## config.mk

```make
export PLATFORM = sky130hd
export DESIGN_NAME = fetch_unit
export DESIGN_NICKNAME = d
export VERILOG_FILES = /design/src/rtl/fetch_unit.sv
export SDC_FILE = /design/constraint.sdc
export NUM_CORES = 1
export LEC_CHECK = 0
export BUFFER_PORTS_ARGS = -buffer_cell sky130_fd_sc_hd__buf_4
export CAP_MARGIN = 20
export CORE_MARGIN = 2
export CORE_UTILIZATION = 50
export DETAILED_ROUTE_END_ITERATION = 10
export PLACE_DENSITY = 0.85
export SYNTH_ARGS = -nofsm -noshare
export SYNTH_HDL_FRONTEND = slang
export SYNTH_SLANG_ARGS = --single-unit
```

## constraint.sdc

```tcl
create_clock -name clk -period 4.95 [get_ports clk]
set_clock_uncertainty 0.15 [all_clocks]
set_input_delay 0.495 -clock clk [delete_from_list [all_inputs] [get_ports clk]]
set_output_delay 0.495 -clock clk [all_outputs]
set_load 0.05 [all_outputs]
```

## src/rtl/fetch_unit.sv

```systemverilog
`default_nettype none
// ============================================================================
//  Module   : fetch_unit
//  Purpose  : Instruction fetch stage around the PC register. Issues one
//             req/ack memory fetch at a time, hands the fetched word to
//             decode over valid/ready, and produces next_pc (hold, step or
//             redirect target).
//  Options  : FETCH_ALIGN_CHECK_EN - when defined, a misaligned pc is not
//             sent to memory; a faulting instruction (FAULT_INST) is
//             presented with fetch_fault set instead.
//  Revision : 1.0  initial release
// ============================================================================
module fetch_unit #(
    parameter logic [31:0] PC_STEP    = 32'd4,
    parameter logic [31:0] FAULT_INST = 32'h0000_0000
) (
    input  logic        clk,
    input  logic        reset,
    input  logic [31:0] pc,
    output logic [31:0] next_pc,
    output logic        imem_req,
    output logic [31:0] imem_addr,
    input  logic        imem_ack,
    input  logic [31:0] imem_rdata,
    output logic [31:0] inst,
    output logic [31:0] inst_pc,
    output logic        inst_valid,
    input  logic        inst_ready,
    input  logic        redirect,
    input  logic [31:0] redirect_pc,
    output logic        fetch_fault
);

    localparam logic [1:0] ST_IDLE = 2'd0;  // just out of reset
    localparam logic [1:0] ST_WAIT = 2'd1;  // request out, waiting for ack
    localparam logic [1:0] ST_FULL = 2'd2;  // instruction held for decode
    localparam logic [1:0] ST_DROP = 2'd3;  // stale request still outstanding

    logic [1:0]  state;
    logic [1:0]  state_next;
    logic [31:0] held_addr;
    logic        misaligned;

    // Datapath strobes decoded from state and inputs.
    logic        load_inst;    // capture imem_rdata into inst
    logic        load_fault;   // present FAULT_INST instead of fetching
    logic        clear_valid;  // instruction consumed or flushed
    logic        hold_load;    // remember address of a request being dropped

`ifdef FETCH_ALIGN_CHECK_EN
    assign misaligned = (pc[1:0] != 2'b00);
`else
    assign misaligned = 1'b0;
`endif

    // State register; reset abandons any outstanding request at once.
    always_ff @(posedge clk or posedge reset) begin
        if (reset) begin
            state <= ST_IDLE;
        end else begin
            state <= state_next;
        end
    end

    // Next-state decode; redirect outranks every other event.
    always_comb begin
        state_next = state;
        case (state)
            ST_IDLE: begin
                state_next = ST_WAIT;
            end
            ST_WAIT: begin
                if (redirect) begin
                    // Only an unacknowledged live request must be drained.
                    state_next = (!misaligned && !imem_ack) ? ST_DROP : ST_WAIT;
                end else if (misaligned || imem_ack) begin
                    state_next = ST_FULL;
                end
            end
            ST_FULL: begin
                if (redirect || inst_ready) begin
                    state_next = ST_WAIT;
                end
            end
            ST_DROP: begin
                // A new redirect just moves next_pc; the old request still
                // has to complete before a new one can start.
                if (imem_ack) begin
                    state_next = ST_WAIT;
                end
            end
            default: begin
                state_next = ST_IDLE;
            end
        endcase
    end

    // Memory request, next_pc selection and datapath strobes.
    always_comb begin
        imem_req    = 1'b0;
        imem_addr   = pc;
        next_pc     = pc;
        load_inst   = 1'b0;
        load_fault  = 1'b0;
        clear_valid = 1'b0;
        hold_load   = 1'b0;
        case (state)
            ST_WAIT: begin
                imem_req = !misaligned;
                if (redirect) begin
                    hold_load = !misaligned && !imem_ack;
                end else if (misaligned) begin
                    load_fault = 1'b1;
                end else if (imem_ack) begin
                    load_inst = 1'b1;
                    next_pc   = pc + PC_STEP;
                end
            end
            ST_FULL: begin
                clear_valid = inst_ready;
            end
            ST_DROP: begin
                imem_req  = 1'b1;
                imem_addr = held_addr;
            end
            default: begin
            end
        endcase
        if (redirect) begin
            next_pc     = redirect_pc;
            clear_valid = 1'b1;
        end
    end

    // Instruction buffer toward decode plus the held address of a dropped fetch.
    always_ff @(posedge clk or posedge reset) begin
        if (reset) begin
            inst       <= 32'h0000_0000;
            inst_pc    <= 32'h0000_0000;
            inst_valid <= 1'b0;
            held_addr  <= 32'h0000_0000;
        end else begin
            if (load_inst) begin
                inst       <= imem_rdata;
                inst_pc    <= pc;
                inst_valid <= 1'b1;
            end else if (load_fault) begin
                inst       <= FAULT_INST;
                inst_pc    <= pc;
                inst_valid <= 1'b1;
            end else if (clear_valid) begin
                inst_valid <= 1'b0;
            end
            if (hold_load) begin
                held_addr <= pc;
            end
        end
    end

`ifdef FETCH_ALIGN_CHECK_EN
    logic fault_flag;

    // Fault flag travels with the faulting instruction and leaves with it.
    always_ff @(posedge clk or posedge reset) begin
        if (reset) begin
            fault_flag <= 1'b0;
        end else if (load_fault) begin
            fault_flag <= 1'b1;
        end else if (clear_valid) begin
            fault_flag <= 1'b0;
        end
    end

    assign fetch_fault = fault_flag;
`else
    assign fetch_fault = 1'b0;
`endif

endmodule
`default_nettype wire

```

* After elaboration in Yosys (flattened, before gate mapping)
Index checks and enable logic that the tools add are counted.
Widths: inputs -> output; s select.
** Word-level totals
- Flip-flop bits (word level) :: 99
- Output and inout bits :: 131
- Word-level logic and storage cells :: 40
** Cells by class
- $add $sub $neg :: 1
- Equal/unequal tests :: 6
- Mux-type cells :: 22
- Reduce and logical (&&, ||, !) cells :: 6
** Operator list (count)
- $mux 32 :: 6
- $add 32x3->32 const B :: 1
- $mux 1 :: 10
- $mux 2 :: 5
- $pmux 2 s4 :: 1
- $eq 2x2->1 const B :: 2
- $ne 2x2->1 const B :: 2
- $ne 3x3->1 const B :: 1
- $reduce_and 3->1 :: 1
- $eq 2x1->1 const B :: 1
- $logic_not 2->1 :: 1
- $reduce_bool 2->1 :: 1
- $reduce_or 2->1 :: 1
- $logic_not 1->1 :: 1
- $logic_or 1x1->1 :: 1

* Longest topological paths before layout
Gate-level depths: netlist (run 1).
- Depth after elaboration :: 5
- Gate-level depth with buffers :: 7
- Mapped depth without buffers :: 5

* Worst setup path after synthesis (run 1)
Ideal clock, no wire load.
- Kind :: input port to output port
- Start :: in pc[14]
- End :: out next_pc[26]
- Arrival time :: 2.572 ns
- Path slack :: 1.733 ns
- Stages on the path :: 7
- Path buffers :: 2
- Path through :: clkbuf_1 > nand2_1 > nor4_2 > buf_2 > nand4_1 > xor2_1 > o21ai_0
** On the way
- Longest elaborated chain between the ends :: 4
** RTL lines
- start: declaration :: RTL line 19 : input logic [31:0] pc,
- $add 32x3->32 :: RTL line 116 : next_pc = pc + PC_STEP;
- $mux 32 :: RTL line 114 : end else if (imem_ack) begin
- $mux 32 :: RTL line 107 : case (state)
- $mux 32 :: RTL line 129 : if (redirect) begin
- end: declaration :: RTL line 20 : output logic [31:0] next_pc,
No other way between the ends.

* Final worst setup path (run 1)
- Start :: reg state[1]
- End :: out next_pc[24]
** On the way
- Longest elaborated chain between the ends :: 3
** RTL lines
- start: declaration :: RTL line 39 : logic [1:0] state;
- start signal: assignment :: RTL line 61 : state <= state_next;
- $eq 2x1->1 :: RTL line 107
- $mux 32 :: RTL line 107
- $mux 32 :: RTL line 129
No other way between the ends.

==> flow_summary.toml, run 1 <==
[finish]
syn2layout_area_growth_pct = 40.5
final_nets = 737
final_core_util_pct = 72.7
layout-drive-gt1-share_pct = 61.7
fillers = 680
antenna_cells = 0

[sta]
layout_setup_ws_ns = 1.80
finalSetupTns_ns = 0
maxSlewViolCount = 0
tightestPinTransition_ns = 0.801
slew_headroom_pct = 46.5
rsz0062_at_grt = "no"
min_period_over_period_pct = 63.7
period_minus_slack_ns = 3.15
finalSetupViolations = 0
fmax_ghz = 0.317
hold_violations = 0

[floorplan]
coreArea_um2 = 9820
dieArea_um2 = 11000
start_util_pct = 51.7
rows = 36
floorplan.die.width_um = 105
io_pins = 232
die-height_um = 105

[critical_path]
cp_max_fo = 13
cpMaxStageDelayCell = "and2_1"
critical_path_class = "flop to output pin"
worstPathArrival_ns = 2.51
path_buf_inv = 1
crit_path_start_kind = "flop"
crit_required_ns = 4.30
worst-r2r-cell-count = 5
critPathMaxStageDelay_ns = 0.54
cp_top_family = "simple AND/OR/NAND/NOR gates"
path_cells = "and4b_1, and2_1, nand4_1, xnor2_1, mux2_2, buf_4"
crit_cells = 6
cp-end-kind = "output pin"

[route]
via_count = 4099
first_pass_iters = 4
drc = 0
antenna_left = 0
totalWireLength_mm = 13.6
drt_iter0_markers = 159
vias_per_cell = 5.30
wire_per_inst_um = 17.6

[grt]
grt_pass1_vias = 4133
track_usage_pct = 24.6
overflow = 0
grt_pass1_wl_mm = 21.6
grt_max_degree = 64
antenna_found_initial = 0

[placed_design]
dp_hpwl_mm = 10.1
gp_congestion = 0.822
io_buffer_count = 230
dpl_worst_slack_ns = 1.99

[yosys]
synth_edf_count = 0
yosysTopAreaCellShare_pct = 48.8
synthFlopType = "dfrtp_1"
synth_common_cells = "135 x mux2_2, 99 x dfrtp_1, 35 x nand2_1, 24 x o21ai_0, 19 x xor2_1"
yosysMostFrequentCell = "mux2_2"
synthTopCellsByArea = "dfrtp_1 49%, mux2_2 30%, xor2_1 3.3%"
postSynth.asyncResetShare_pct = 100
synth_cell_types = 39
synth_nets = 519
avgSynthCellArea_um2 = 12.2
yosys_warnings = 0
yosysSeqAreaShare_pct = 48.8
synth_area_leader_cell = "dfrtp_1"
synth_seq_cells = 99
netlist_area_um2 = 5080
synth_cells = 417

[pwr]
power_density_nw_per_um2 = 550
power.leakage_uw = 0.00329
power_uw = 3930
ir_drop_mv = 0.376

[status]
outcome = "complete, no violations"

[run]
max_cap_viol_count = 0

[cts]
cts_root_buffer = "clkbuf_8"
post-cts-setup-buffers = 0
clk_latency_ns = 0.36
post_cts_resized = 0
clkTransAtPathRegs_ns = 0.09
ctsHoldBuffers = 0
cts_made_buffers = 9
cts_tree = "built"
htree_levels = 3
clock_sinks = 99
clock_path_buffers = 2

[min_path]
hp-class = "primary input to asynchronous set/reset pin"
per-stage QoR:
step	std cells	cell area, µm²	hold WS, ns
global route	773	7140	0.0951
finish	773	7140	0.0540
global placement	756	6900	0.335
floorplan	417	5080	0.327
CTS	773	7140	0.0746
detailed placement	757	6910	0.342
registers in the layout, indices dropped and copies added (netlist names):
name / cells
inst: 32
held_addr: 32
inst_valid: 1
state: 2
inst_pc: 32
area by class of cell:
cell class	instances	area (µm²)	area share, %
Timing Repair Buffer	236	1770	24.8
Sequential cell	99	2480	34.7
Tap cell	133	166	2.33
Clock buffer	10	138	1.93
Inverter	4	17.5	0.245
Multi-Input combinational cell	285	2480	34.7
Clock inverter	6	88.8	1.24
worst reg2reg max path, stage by stage (launching register included):
cell,delay [ns]
dfrtp_1,0.47
nor2b_1,0.26
nand2_1,0.22
nor2_4,0.66
buf_4,0.50
mux2_2,0.41
logic make-up (layout without fill, tap and decap cells):
family / Yosys count / count (layout) / share of synthesized area (%)
muxes: 137 / 137 / 30.3
DFF: 99 / 99 / 48.8
and+or+nand+nor: 87 / 87 / 9.58
buffers and inverters: 33 / 256 / 2.83
AOI/OAI and AO/OA: 31 / 31 / 3.33
xor gates and xnor gates: 28 / 28 / 4.83
adders and majority gates: 1 / 1 / 0.246
other: 1 / 1 / 0.0738
path summary, 6_finish.rpt:
kind	from	end	slack [ns]
min in group clk	imem_rdata[24]	inst[24]$_DFFE_PP0P_	0.21
worst min register to register	held_addr[4]$_DFFE_PP0P_	held_addr[4]$_DFFE_PP0P_	0.36
worst max-delay path	state[1]$_DFFE_PP0P_	next_pc[24]	1.80
max in group asynchronous	reset	inst[18]$_DFFE_PP0P_	3.51
worst max register to register	state[1]$_DFFE_PP0P_	inst[7]$_DFFE_PP0P_	2.17
worst min-delay path	reset	inst[7]$_DFFE_PP0P_	0.05
cell usage in the layout, fill, tap and decap left out, types with 9 or more instances in the layout:
master	instances
nand4_1	11
o21ai_0	24
xor2_1	19
nand2_1	35
mux2_2	135
buf_4	236
nand3_1	11
clkbuf_8	10
and3_1	9
xnor2_1	9
dfrtp_1	99
metal layers:
metal  track usage (%)  vias up  part of all wire (%)
li1                  -     1910                     -
met1              30.2     1992                    41
met2              42.4      180                    50
met3              6.11       17                   7.5
met4              8.29        0                   1.7
met5                 0        -                     0
where the power goes:
group	internal, µW	total, µW	leakage (µW)	switching, µW
Clock	299	583	0.000108	285
Sequential	1090	1240	0.00117	149
Combinational	728	2100	0.00202	1380
Power figures use the tool's default switching activity.
==> run 2, diff against run 1 <==
--- a/config.mk
+++ b/config.mk
@@ -5,12 +5,13 @@
 export SDC_FILE = /design/constraint.sdc
 export NUM_CORES = 1
 export LEC_CHECK = 0
+export ABC_AREA = 1
 export BUFFER_PORTS_ARGS = -buffer_cell sky130_fd_sc_hd__buf_4
 export CAP_MARGIN = 20
 export CORE_MARGIN = 2
-export CORE_UTILIZATION = 50
+export CORE_UTILIZATION = 43
 export DETAILED_ROUTE_END_ITERATION = 10
-export PLACE_DENSITY = 0.85
+export PLACE_DENSITY = 0.77
 export SYNTH_ARGS = -nofsm -noshare
 export SYNTH_HDL_FRONTEND = slang
 export SYNTH_SLANG_ARGS = --single-unit
==> constraint.sdc (replaced) <==
create_clock -name clk -period 2.6 [get_ports clk]
set_clock_uncertainty 0.15 [all_clocks]
set_input_delay 0.26 -clock clk [delete_from_list [all_inputs] [get_ports clk]]
set_output_delay 0.26 -clock clk [all_outputs]
set_load 0.05 [all_outputs]
==> flow_summary.toml, run 2 <==
[sta]
finalSetupViolations = 0
layout_setup_ws_ns = 0.229
slew_headroom_pct = 64.0
maxSlewViolCount = 0
rsz0062_at_grt = "no"
period_minus_slack_ns = 2.37
min_period_over_period_pct = 91.2
finalSetupTns_ns = 0
fmax_ghz = 0.422
hold_violations = 0
tightestPinTransition_ns = 0.540

[floorplan]
dieArea_um2 = 13200
start_util_pct = 44.1
coreArea_um2 = 12000
rows = 40
io_pins = 232
die-height_um = 115
floorplan.die.width_um = 115

[cts]
htree_levels = 3
cts_made_buffers = 9
cts_tree = "built"
post_cts_resized = 0
cts_root_buffer = "clkbuf_16"
clock_sinks = 99
clk_latency_ns = 0.34
clkTransAtPathRegs_ns = 0.07
clock_path_buffers = 2

[route]
wl_met1_mm = 7.52
vias_per_cell = 5.05
via_count = 5773
antenna_left = 0
drt_iter0_markers = 341
drc = 0
totalWireLength_mm = 17.1
first_pass_iters = 5
top_layer = "met5"
wl_met3_mm = 1.35
wire_per_inst_um = 15.0
dr_wl_met2_mm = 7.89

[critical_path]
worst-r2r-cell-count = 6
r2r-start = "state[1]$_DFFE_PP0P_"
reg2reg_to = "held_addr[7]$_DFFE_PP0P_"
critPathMaxStageDelay_ns = 0.42
crit_required_ns = 2.19
worstPathArrival_ns = 1.96
critical_path_class = "flop to output pin"
ff2ff_setup_slack_ns = 0.82
cpMaxStageDelayCell = "dfrtp_1"
cp-end-kind = "output pin"
path_buf_inv = 3
cp_max_fo = 7
crit_cells = 10
cp_top_family = "simple AND/OR/NAND/NOR gates"
cpMostUsedCell = "nand2_1"
crit_path_start_kind = "flop"
path_cells = "inv_2, nand2_1, inv_2, nand2_1, nor2_1, nand3_1, nand2_1, nand3_1, nand2_1, buf_4"

[yosys]
synth_common_cells = "276 x nand2_1, 99 x dfrtp_1, 68 x nor2_1, 59 x o21ai_0, 47 x nand3_1"
yosysSeqAreaShare_pct = 46.8
synth_nets = 841
synth_xor_area_share_pct = 0.496
yosys_warnings = 0
synth_edf_count = 0
netlist_area_um2 = 5290
synth_seq_cells = 99
synth_cell_types = 28
yosysTopAreaCellShare_pct = 46.8
synthFlopType = "dfrtp_1"
yosysMostFrequentCell = "nand2_1"
synth_cells = 739
yosys.area_share.simple_pct = 33.1
synthMuxAreaShare_pct = 0
avgSynthCellArea_um2 = 7.16
synth_compound_area_share_pct = 12.1
synth_top_family_by_area = "simple AND/OR/NAND/NOR gates"
postSynth.asyncResetShare_pct = 100
synthTopCellsByArea = "dfrtp_1 47%, nand2_1 20%, o21ai_0 5.6%"
synth-adder-area-share_pct = 0.236
synth_area_leader_cell = "dfrtp_1"

[grt]
grt_max_degree = 100
antenna_found_initial = 1
grt_pass1_wl_mm = 26.3
overflow = 0
grt_pass1_vias = 5252
track_usage_pct = 25.4

[run]
max_cap_viol_count = 0

[min_path]
min_from = "imem_rdata[14]"
whs_path_depth = 3
hp-class = "primary input to flop"
hold_end = "inst[14]$_DFFE_PP0P_"

[placed_design]
io_buffer_count = 230
dpl_worst_slack_ns = 0.504
dp_hpwl_mm = 12.2
gp_congestion = 0.912

[finish]
syn2layout_area_growth_pct = 47.4
layout-drive-gt1-share_pct = 27.8
final_nets = 1093
antenna_cells = 0
top_regs = "held_addr (32), inst (32), inst_pc (32)"
layout_commonest_cell = "nand2_1"
layout_common_cells = "275 x nand2_1, 239 x buf_4, 99 x dfrtp_1"

[pwr]
ir_drop_mv = 1.02
power.leakage_uw = 0.00411
power_density_nw_per_um2 = 1300

[status]
outcome = "complete, no violations"
run 2: cell types whose count changed after synthesis, sizes merged, moves of 4 or more:
cell / previous run / this run
a21oi: 1 / 38
and3: 9 / 0
and4: 4 / 0
clkbuf: 12 / 20
inv: 4 / 50
mux2: 135 / 0
nand2: 35 / 277
nand3: 12 / 50
nor2: 3 / 76
o21ai: 25 / 87
xnor2: 9 / 0
xor2: 19 / 3
run 2: worst min-delay path: cells and delay by family:
| kind | cells | cell delay (ns) |
|---|---|---|
| buf+inv | 1 | 0.08 |
| simple gates | 2 | 0.13 |
run 2: how the worst max path moves through the flow:
stage          slack [ns]           to                 start
2_1_floorplan        0.13  next_pc[12]                 pc[2]
5_1_grt              0.03  next_pc[31]  state[1]$_DFFE_PP0P_
3_5_place_dp         0.50  next_pc[28]                 pc[2]
6_report             0.23  next_pc[27]  state[1]$_DFFE_PP0P_
3_3_place_gp         0.57  next_pc[28]                 pc[2]
4_1_cts              0.17  next_pc[25]  state[1]$_DFFE_PP0P_
run 2: metrics by stage:
step	total power, µW	std cells	instance area [µm²]	utilization, %	hold WS [ns]
after floorplan	6910	739	5300	-	0.227
after global placement	8740	1090	7170	59.7	0.304
after detailed placement	8820	1090	7170	59.7	0.310
after CTS	10100	1138	7770	64.7	0.00948
after global routing	10700	1143	7800	65.0	0.00408
final	10200	1143	7800	65.0	0.0112
run 2: final cells by class:
type,count,area [µm²]
Fill cell,1082,4210
Sequential cell,99,2480
Multi-Input combinational cell,553,2440
Timing Repair Buffer,277,2230
Clock buffer,13,250
Inverter,51,195
Tap cell,147,184
Clock inverter,3,23.8
run 2: where the power goes:
part	switching, µW	internal, µW
registers	440	2310
logic	4350	1770
clock network	592	679
total	5390	4770
run 2: logic make-up (layout without fill, tap and decap cells):
family / after synthesis / in the layout
simple gates: 421 / 421
compound gates: 127 / 127
flops: 99 / 99
buf+inv: 87 / 344
xor+xnor: 3 / 3
fa+ha+maj: 1 / 1
other cells: 1 / 1
run 2: metal layers:
metal,up-vias,track usage (%)
met2,217,40.4
met1,2653,33.3
met5,-,0
met4,2,9.16
li1,2871,-
met3,30,7.22
run 2: repair_timing:
| action | 4_1_cts | 5_1_grt |
|---|---|---|
| endpoints found under the setup margin | 0 | 1 |
| hold endpoints to repair | 130 | 0 |
| hold buffers | 32 | 0 |
| buffers inserted | 0 | 5 |
